### src/rtl/cfu_l1_share_arb_if.sv
// ---------------------------------------------------------------------------
// cfu_l1_share_arb_if
// Bundle of every signal between the requesters, the shared-CFU arbiter and
// the shared CFU-L1 itself.
//   rq_*        : per-requester request lanes (lane i at [i*W +: W])
//   rs_*        : per-requester response lanes
//   cfu_req_*   : single request channel toward the shared CFU
//   cfu_resp_*  : fixed-latency response channel from the shared CFU
// Modports:
//   master : environment side (requesters and the CFU)
//   slave  : the arbiter
// ---------------------------------------------------------------------------
interface cfu_l1_share_arb_if #(
    parameter int N_REQ      = 4,
    parameter int FUNC_ID_W  = 10,
    parameter int STATE_ID_W = 8,
    parameter int DATA_W     = 32,
    parameter int STATUS_W   = 3
);
    logic [N_REQ-1:0]            rq_valid;
    logic [N_REQ-1:0]            rq_ready;
    logic [N_REQ*FUNC_ID_W-1:0]  rq_func;
    logic [N_REQ*STATE_ID_W-1:0] rq_state;
    logic [N_REQ*DATA_W-1:0]     rq_data0;
    logic [N_REQ*DATA_W-1:0]     rq_data1;
    logic [N_REQ-1:0]            rs_valid;
    logic [N_REQ*STATUS_W-1:0]   rs_status;
    logic [N_REQ*DATA_W-1:0]     rs_data;
    logic                        cfu_req_valid;
    logic [FUNC_ID_W-1:0]        cfu_req_func;
    logic [STATE_ID_W-1:0]       cfu_req_state;
    logic [DATA_W-1:0]           cfu_req_data0;
    logic [DATA_W-1:0]           cfu_req_data1;
    logic                        cfu_resp_valid;
    logic [STATUS_W-1:0]         cfu_resp_status;
    logic [DATA_W-1:0]           cfu_resp_data;

    modport master (
        output rq_valid, rq_func, rq_state, rq_data0, rq_data1,
        input  rq_ready, rs_valid, rs_status, rs_data,
        input  cfu_req_valid, cfu_req_func, cfu_req_state, cfu_req_data0, cfu_req_data1,
        output cfu_resp_valid, cfu_resp_status, cfu_resp_data
    );

    modport slave (
        input  rq_valid, rq_func, rq_state, rq_data0, rq_data1,
        output rq_ready, rs_valid, rs_status, rs_data,
        output cfu_req_valid, cfu_req_func, cfu_req_state, cfu_req_data0, cfu_req_data1,
        input  cfu_resp_valid, cfu_resp_status, cfu_resp_data
    );
endinterface

### src/rtl/cfu_l1_share_arb.sv
// ---------------------------------------------------------------------------
// cfu_l1_share_arb
// Shares one fixed-latency, stateful CFU-L1 among N_REQ requesters.
// Each enabled cycle one requester is granted round-robin, its local state ID
// is remapped into a private slice of CFU contexts (g*STATES_PER + local),
// and a {valid, tag, lerr} record travels a LAT-deep pipeline so the CFU's
// fixed-latency response is steered back to the originator.
// Ports:
//   clk, rst : clock, synchronous active-high reset (also resets the CFU)
//   clk_en   : global enable; no grants and a frozen pipeline while low
//   bus      : cfu_l1_share_arb_if.slave (requester lanes + CFU channel)
// Requires N_REQ*STATES_PER <= 2**STATE_ID_W and LAT equal to the CFU latency.
// ---------------------------------------------------------------------------

// Latency agreement monitor: the tag pipeline and the CFU must agree on
// which cycles carry a real CFU response.
module cfu_l1_share_arb_chk (
    input logic clk,
    input logic rst,
    input logic pipe_vld,
    input logic pipe_lerr,
    input logic cfu_resp_valid
);
    // Flag a CFU whose latency differs from LAT
    always @(posedge clk) begin
        if (!rst) begin
            assert (cfu_resp_valid == (pipe_vld && !pipe_lerr));
        end
    end
endmodule

module cfu_l1_share_arb #(
    parameter int N_REQ      = 4,
    parameter int STATES_PER = 2,
    parameter int LAT        = 1,
    parameter int FUNC_ID_W  = 10,
    parameter int STATE_ID_W = 8,
    parameter int DATA_W     = 32,
    parameter int STATUS_W   = 3,
    parameter logic [STATUS_W-1:0] CFU_ERROR_STATE = STATUS_W'(2)
) (
    input logic              clk,
    input logic              rst,
    input logic              clk_en,
    cfu_l1_share_arb_if.slave bus
);
    localparam int TAG_W = (N_REQ > 1) ? $clog2(N_REQ) : 1;

    logic [TAG_W-1:0]      rr_ptr_r;
    logic                  grant_vld_s;
    logic [TAG_W-1:0]      grant_idx_s;
    logic [STATE_ID_W-1:0] local_state_s;
    logic                  in_range_s;
    logic                  out_vld_s;
    logic                  out_lerr_s;
    logic [TAG_W-1:0]      out_tag_s;

    // Round-robin scan starting at rr_ptr_r; nothing is granted in reset or while disabled
    always_comb begin
        grant_vld_s = 1'b0;
        grant_idx_s = '0;
        if (clk_en && !rst) begin
            for (int k = 0; k < N_REQ; k++) begin
                if (!grant_vld_s && bus.rq_valid[(int'(rr_ptr_r) + k) % N_REQ]) begin
                    grant_vld_s = 1'b1;
                    grant_idx_s = TAG_W'((int'(rr_ptr_r) + k) % N_REQ);
                end else begin
                    grant_idx_s = grant_idx_s;
                end
            end
        end else begin
            grant_vld_s = 1'b0;
            grant_idx_s = '0;
        end
    end

    assign local_state_s = bus.rq_state[grant_idx_s*STATE_ID_W +: STATE_ID_W];
    assign in_range_s    = ({1'b0, local_state_s} < (STATE_ID_W+1)'(STATES_PER));

    // One-hot accept to the granted requester (out-of-range states are accepted too)
    always_comb begin
        bus.rq_ready = '0;
        if (grant_vld_s) begin
            bus.rq_ready[grant_idx_s] = 1'b1;
        end else begin
            bus.rq_ready = '0;
        end
    end

    // Forward the granted in-range request with its state remapped into the requester's slice
    always_comb begin
        bus.cfu_req_valid = 1'b0;
        bus.cfu_req_func  = '0;
        bus.cfu_req_state = '0;
        bus.cfu_req_data0 = '0;
        bus.cfu_req_data1 = '0;
        if (grant_vld_s && in_range_s) begin
            bus.cfu_req_valid = 1'b1;
            bus.cfu_req_func  = bus.rq_func[grant_idx_s*FUNC_ID_W +: FUNC_ID_W];
            bus.cfu_req_state = STATE_ID_W'(32'(grant_idx_s) * STATES_PER) + local_state_s;
            bus.cfu_req_data0 = bus.rq_data0[grant_idx_s*DATA_W +: DATA_W];
            bus.cfu_req_data1 = bus.rq_data1[grant_idx_s*DATA_W +: DATA_W];
        end else begin
            bus.cfu_req_valid = 1'b0;
        end
    end

    // Move priority to the requester after the one just served
    always_ff @(posedge clk) begin
        if (rst) begin
            rr_ptr_r <= '0;
        end else if (clk_en && grant_vld_s) begin
            rr_ptr_r <= (grant_idx_s == TAG_W'(N_REQ - 1)) ? '0 : grant_idx_s + TAG_W'(1);
        end else begin
            rr_ptr_r <= rr_ptr_r;
        end
    end

    generate
        if (LAT == 0) begin : g_lat0
            assign out_vld_s  = grant_vld_s;
            assign out_tag_s  = grant_idx_s;
            assign out_lerr_s = grant_vld_s && !in_range_s;
        end else begin : g_pipe
            logic [LAT-1:0]            vld_r;
            logic [LAT-1:0]            lerr_r;
            logic [LAT-1:0][TAG_W-1:0] tag_r;

            // Tag pipeline mirroring the CFU latency; frozen with the CFU while clk_en is low
            always_ff @(posedge clk) begin
                if (rst) begin
                    vld_r  <= '0;
                    lerr_r <= '0;
                    tag_r  <= '0;
                end else if (clk_en) begin
                    vld_r[0]  <= grant_vld_s;
                    lerr_r[0] <= grant_vld_s && !in_range_s;
                    tag_r[0]  <= grant_idx_s;
                    for (int i = 1; i < LAT; i++) begin
                        vld_r[i]  <= vld_r[i-1];
                        lerr_r[i] <= lerr_r[i-1];
                        tag_r[i]  <= tag_r[i-1];
                    end
                end else begin
                    vld_r  <= vld_r;
                    lerr_r <= lerr_r;
                    tag_r  <= tag_r;
                end
            end

            assign out_vld_s  = vld_r[LAT-1];
            assign out_tag_s  = tag_r[LAT-1];
            assign out_lerr_s = lerr_r[LAT-1];
        end
    endgenerate

    // Steer the pipeline head to its requester lane; locally rejected states answer with an error
    always_comb begin
        bus.rs_valid  = '0;
        bus.rs_status = '0;
        bus.rs_data   = '0;
        if (out_vld_s && !rst) begin
            bus.rs_valid[out_tag_s] = 1'b1;
            if (out_lerr_s) begin
                bus.rs_status[out_tag_s*STATUS_W +: STATUS_W] = CFU_ERROR_STATE;
            end else begin
                bus.rs_status[out_tag_s*STATUS_W +: STATUS_W] = bus.cfu_resp_status;
                bus.rs_data[out_tag_s*DATA_W +: DATA_W]       = bus.cfu_resp_data;
            end
        end else begin
            bus.rs_valid = '0;
        end
    end

    cfu_l1_share_arb_chk u_chk (
        .clk            (clk),
        .rst            (rst),
        .pipe_vld       (out_vld_s),
        .pipe_lerr      (out_lerr_s),
        .cfu_resp_valid (bus.cfu_resp_valid)
    );
endmodule

### src/flat_wrapper.sv
// flat-port wrapper written by rule: the top's interface ports become plain ports
module cfu_l1_share_arb_flat 
#(
    parameter int N_REQ      = 4,
    parameter int STATES_PER = 2,
    parameter int LAT        = 1,
    parameter int FUNC_ID_W  = 10,
    parameter int STATE_ID_W = 8,
    parameter int DATA_W     = 32,
    parameter int STATUS_W   = 3,
    parameter logic [STATUS_W-1:0] CFU_ERROR_STATE = STATUS_W'(2)
)
  (clk, rst, clk_en, bus_rq_valid, bus_rq_func, bus_rq_state, bus_rq_data0, bus_rq_data1, bus_rq_ready, bus_rs_valid, bus_rs_status, bus_rs_data, bus_cfu_req_valid, bus_cfu_req_func, bus_cfu_req_state, bus_cfu_req_data0, bus_cfu_req_data1, bus_cfu_resp_valid, bus_cfu_resp_status, bus_cfu_resp_data);
  cfu_l1_share_arb_if #(.N_REQ(N_REQ), .FUNC_ID_W(FUNC_ID_W), .STATE_ID_W(STATE_ID_W), .DATA_W(DATA_W), .STATUS_W(STATUS_W)) bus_i ();
  input logic clk;
  input logic rst;
  input logic clk_en;
  input wire logic [$bits(bus_i.rq_valid)-1:0] bus_rq_valid;
  input wire logic [$bits(bus_i.rq_func)-1:0] bus_rq_func;
  input wire logic [$bits(bus_i.rq_state)-1:0] bus_rq_state;
  input wire logic [$bits(bus_i.rq_data0)-1:0] bus_rq_data0;
  input wire logic [$bits(bus_i.rq_data1)-1:0] bus_rq_data1;
  output wire logic [$bits(bus_i.rq_ready)-1:0] bus_rq_ready;
  output wire logic [$bits(bus_i.rs_valid)-1:0] bus_rs_valid;
  output wire logic [$bits(bus_i.rs_status)-1:0] bus_rs_status;
  output wire logic [$bits(bus_i.rs_data)-1:0] bus_rs_data;
  output wire logic [$bits(bus_i.cfu_req_valid)-1:0] bus_cfu_req_valid;
  output wire logic [$bits(bus_i.cfu_req_func)-1:0] bus_cfu_req_func;
  output wire logic [$bits(bus_i.cfu_req_state)-1:0] bus_cfu_req_state;
  output wire logic [$bits(bus_i.cfu_req_data0)-1:0] bus_cfu_req_data0;
  output wire logic [$bits(bus_i.cfu_req_data1)-1:0] bus_cfu_req_data1;
  input wire logic [$bits(bus_i.cfu_resp_valid)-1:0] bus_cfu_resp_valid;
  input wire logic [$bits(bus_i.cfu_resp_status)-1:0] bus_cfu_resp_status;
  input wire logic [$bits(bus_i.cfu_resp_data)-1:0] bus_cfu_resp_data;
  assign bus_i.rq_valid = bus_rq_valid;
  assign bus_i.rq_func = bus_rq_func;
  assign bus_i.rq_state = bus_rq_state;
  assign bus_i.rq_data0 = bus_rq_data0;
  assign bus_i.rq_data1 = bus_rq_data1;
  assign bus_rq_ready = bus_i.rq_ready;
  assign bus_rs_valid = bus_i.rs_valid;
  assign bus_rs_status = bus_i.rs_status;
  assign bus_rs_data = bus_i.rs_data;
  assign bus_cfu_req_valid = bus_i.cfu_req_valid;
  assign bus_cfu_req_func = bus_i.cfu_req_func;
  assign bus_cfu_req_state = bus_i.cfu_req_state;
  assign bus_cfu_req_data0 = bus_i.cfu_req_data0;
  assign bus_cfu_req_data1 = bus_i.cfu_req_data1;
  assign bus_i.cfu_resp_valid = bus_cfu_resp_valid;
  assign bus_i.cfu_resp_status = bus_cfu_resp_status;
  assign bus_i.cfu_resp_data = bus_cfu_resp_data;
  cfu_l1_share_arb #(.N_REQ(N_REQ), .STATES_PER(STATES_PER), .LAT(LAT), .FUNC_ID_W(FUNC_ID_W), .STATE_ID_W(STATE_ID_W), .DATA_W(DATA_W), .STATUS_W(STATUS_W), .CFU_ERROR_STATE(CFU_ERROR_STATE)) u_core (.clk(clk), .rst(rst), .clk_en(clk_en), .bus(bus_i));
endmodule
### config.mk
export PLATFORM = sky130hd
export DESIGN_NAME = cfu_l1_share_arb_flat
export DESIGN_NICKNAME = d
export VERILOG_FILES = /design/src/rtl/cfu_l1_share_arb_if.sv /design/src/rtl/cfu_l1_share_arb.sv /design/src/flat_wrapper.sv
export SDC_FILE = /design/constraint.sdc
export NUM_CORES = 1
export LEC_CHECK = 0
export CELL_PAD_IN_SITES_DETAIL_PLACEMENT = 1
export CELL_PAD_IN_SITES_GLOBAL_PLACEMENT = 1
export CORE_AREA = 4 4 234 236
export DETAILED_ROUTE_END_ITERATION = 10
export DIE_AREA = 0 0 238 240
export HOLD_SLACK_MARGIN = 0.15
export PLACE_DENSITY = 0.48
export REMOVE_ABC_BUFFERS = 1
export SYNTH_ARGS = -nofsm -noshare
export SYNTH_HDL_FRONTEND = slang
export SYNTH_SLANG_ARGS = --single-unit
### constraint.sdc
create_clock -name clk -period 5.3 [get_ports clk]
set_input_delay 1.06 -clock clk [delete_from_list [all_inputs] [get_ports clk]]
set_output_delay 1.06 -clock clk [all_outputs]
set_load 0.01 [all_outputs]
==> flow_metrics.py <==
metrics = {
    "place": {
        "post-dp-hpwl_um": 33000,
        "place_inst": 1760,
        "io_buffers": 596,
        "gp_congestion": 0.823,
        "place_ws_ns": -0.324,
    },
    "synth": {
        "synthMuxAreaShare_pct": 40.5,
        "yosys.area_share.simple_pct": 28.0,
        "synth_top_family_by_area": "multiplexers",
        "synth_cell_types": 42,
        "synth-compound-area-share_pct": 17.6,
        "seq_area_frac_synth_pct": 2.76,
        "synthArstFlopShare_pct": 0,
        "synth-adder-area-share_pct": 3.17,
        "yosysWarnings": 0,
        "ys_ff_latch": 6,
        "synth_enable_flop_cells": 0,
        "synth_xor_area_share_pct": 0.403,
        "dominantRegCellSynth": "dfxtp_1",
        "avgSynthCellArea_um2": 9.23,
        "netlist_instances": 471,
        "synth_area_um2": 4350,
    },
    "finish": {
        "seqCellArea_um2": 120,
        "drive_gt1_share_pct": 14.7,
        "fill_cells": 6085,
        "finalNonFillerCells": 1769,
        "final_cell_mix": "clkdlybuf4s50_1 (588), and2_1 (138), mux4_2 (76)",
        "final_common_cell": "clkdlybuf4s50_1",
        "nets": 1462,
        "multiInputGateArea_um2": 3990,
        "finish.utilization_pct": 22.3,
        "syn2layout_area_growth_pct": 169,
    },
    "timing": {
        "final.period_utilization_pct": 94.7,
        "hold_viol": 0,
        "slew_violations": 0,
        "clock.fmax_mhz": 199,
        "finalCriticalPeriod_ns": 5.02,
        "setup_slack_ns": 0.281,
        "tightest_slew_ns": 0.693,
        "hold-worst-slack_ns": 0.566,
        "setup_violations": 0,
        "maxSlewHeadroom_pct": 53.3,
        "skew_ns": 0.00514,
        "grt_setup_unrepaired": "false",
    },
    "worst_setup_path": {
        "arrival_ns": 3.96,
        "crit_required_ns": 4.24,
        "path_max_fanout": 5,
        "cp-end-kind": "output port",
        "start_kind": "input pin",
        "crit_type": "input pin to output port",
    },
    "power_and_ir_drop": {
        "p_leak_nw": 4.10,
        "p_sw_share_pct": 26.5,
        "cellPowerDensity_nw_per_um2": 63.2,
        "pwr-share-comb_pct": 75.7,
        "p_clk_share_pct": 16.9,
        "ir_drop_v": 0.0000504,
        "internal-power_w": 0.000543,
        "switchingPower_w": 0.000196,
        "pwr-share-seq_pct": 7.5,
    },
    "worst_hold_path": {
        "hp-class": "register to register",
    },
    "grt": {
        "groute.usage.overall_pct": 11.9,
        "grt_overflow": 0,
        "grt_max_degree": 58,
        "grt_pass1_wl_um": 50600,
        "antenna_found_initial": 8,
        "first_global_vias": 7188,
    },
    "floorplan": {
        "die_width_um": 238,
        "dieArea_um2": 57100,
        "die_h_um": 240,
        "core_um2": 52400,
        "io_pins": 602,
        "rows": 84,
        "initial_core_util_pct": 8.29,
    },
    "routing": {
        "viasPerCell": 3.63,
        "firstDrtPassIters": 4,
        "drt_iter0_drc": 117,
        "wl_um": 37400,
        "route.detailed.drc": 0,
        "detail_route.wl_per_cell_um": 21.1,
        "vias": 6428,
        "ant_nets": 0,
    },
    "clocking": {
        "path_clk_slew_ns": 0.03,
        "ctsHtreeMaxLevel": 1,
        "clk_latency_ns": 0.23,
        "clkSinkCount": 6,
        "cts_made_buffers": 3,
        "clk_path_buf_depth": 2,
        "cts_tree": "built",
        "root_buffer": "clkbuf_16",
    },
    "flow_run": {
        "cap_viol_max_count": 0,
    },
    "outcome": {
        "status": "completed",
    },
}
==> power by group through the flow <==
| stage | clock network (W) | logic, W | registers, W |
|---|---|---|---|
| floorplan | 0 | 0.000184 | 0.0000526 |
| global placement | 0 | 0.000556 | 0.0000562 |
| detailed placement | 0 | 0.000561 | 0.0000564 |
| CTS | 0.000128 | 0.000566 | 0.0000556 |
| global route | 0.000128 | 0.000598 | 0.0000560 |
| finish | 0.000125 | 0.000559 | 0.0000551 |
==> repair_timing <==
item,4_1_cts,5_1_grt
resized for setup,4,8
gates cloned,0,1
setup buffers,1,1
setup endpoints to repair,2,60
pin swaps,0,1
endpoints found under the hold margin,0,0
hold buffers,0,0
==> layer usage <==
metal | share of wire, % | track usage, % | vias to the layer above
met5 | 0.072 | 0 | -
met1 | 33 | 11.3 | 3019
li1 | - | - | 2970
met2 | 56 | 24.6 | 401
met3 | 9.6 | 3.93 | 34
met4 | 1.5 | 2.48 | 4
==> worst paths after layout <==
check	startpoint	endpoint	slack, ns	cells past startpoint
worst min-delay path	u_core.g_pipe.tag_r[1]	u_core.g_pipe.tag_r[1]	0.57	2
worst max-delay path	bus_rq_valid[3]	bus_cfu_req_state[2]	0.28	11
worst min register to register	u_core.g_pipe.tag_r[1]	u_core.g_pipe.tag_r[1]	0.57	2
worst max register to register	u_core.rr_ptr_r[1]	u_core.g_pipe.lerr_r	3.11	8
==> cells by family (layout without fill, tap and decap cells) <==
| group | after synthesis | in the layout |
|---|---|---|
| compound gates | 102 | 102 |
| xor+xnor | 2 | 2 |
| flops | 6 | 6 |
| simple gates | 203 | 203 |
| mux | 81 | 81 |
| other cells | 1 | 7 |
| fa+ha+maj | 11 | 11 |
| buf+inv | 65 | 669 |
==> registers in the layout, summed over array words and instances (netlist names) <==
name,count
u_core.g_pipe.lerr_r,1
u_core.g_pipe.tag_r,2
u_core.g_pipe.vld_r,1
u_core.rr_ptr_r,2
==> critical path, cell delays in order <==
cell	delay, ns
clkdlybuf4s50_1	0.56
nand2b_1	0.19
a21o_1	0.20
nand3_4	0.12
inv_2	0.12
mux2i_1	0.20
mux2i_1	0.09
ha_1	0.20
ha_1	0.29
a21boi_0	0.27
clkdlybuf4s50_1	0.64
==> stage by stage <==
step	cell area, um2	total power, W	TNS, ns
2_1_floorplan	4080	0.000236	-46.61
3_3_place_gp	11500	0.000613	-0.130
3_5_place_dp	11500	0.000618	-0.324
4_1_cts	11600	0.000749	-0.00133
5_1_grt	11700	0.000783	0
6_report	11700	0.000738	0
==> cell type report <==
class	count	area share [%]
clock buffers	3	0.642
repair buffers	654	56.4
inverters	12	0.407
flip-flops and latches	6	1.03
well taps	688	7.36
diodes	3	0.0642
multi-input cells	403	34.1
==> synthesized netlist by cell type, types with 2 or more instances <==
master    count  area share, %
a21boi_0     68             12
a21boi_1      9            1.6
a21oi_1       4           0.46
a31oi_1       6           0.86
and2_1      138             20
buf_2        12            1.4
buf_4        13            2.2
buf_6         2           0.52
clkbuf_1     25            2.2
dfxtp_1       6            2.8
ha_1         11            3.2
inv_1        11           0.95
mux2i_1       5            1.2
mux4_2       76             39
nand2_1      14            1.2
nand2b_1      9            1.3
nand3b_1      3           0.52
nor2_1       11           0.95
nor2b_1       3           0.43
nor3_1        8           0.92
nor4_1       11            1.6
nor4bb_1      2           0.46
o211ai_2      2           0.58
o21ai_1       2           0.23
o22ai_1       2           0.29
xnor2_1       2           0.40
(Power assumes the default switching activity.)
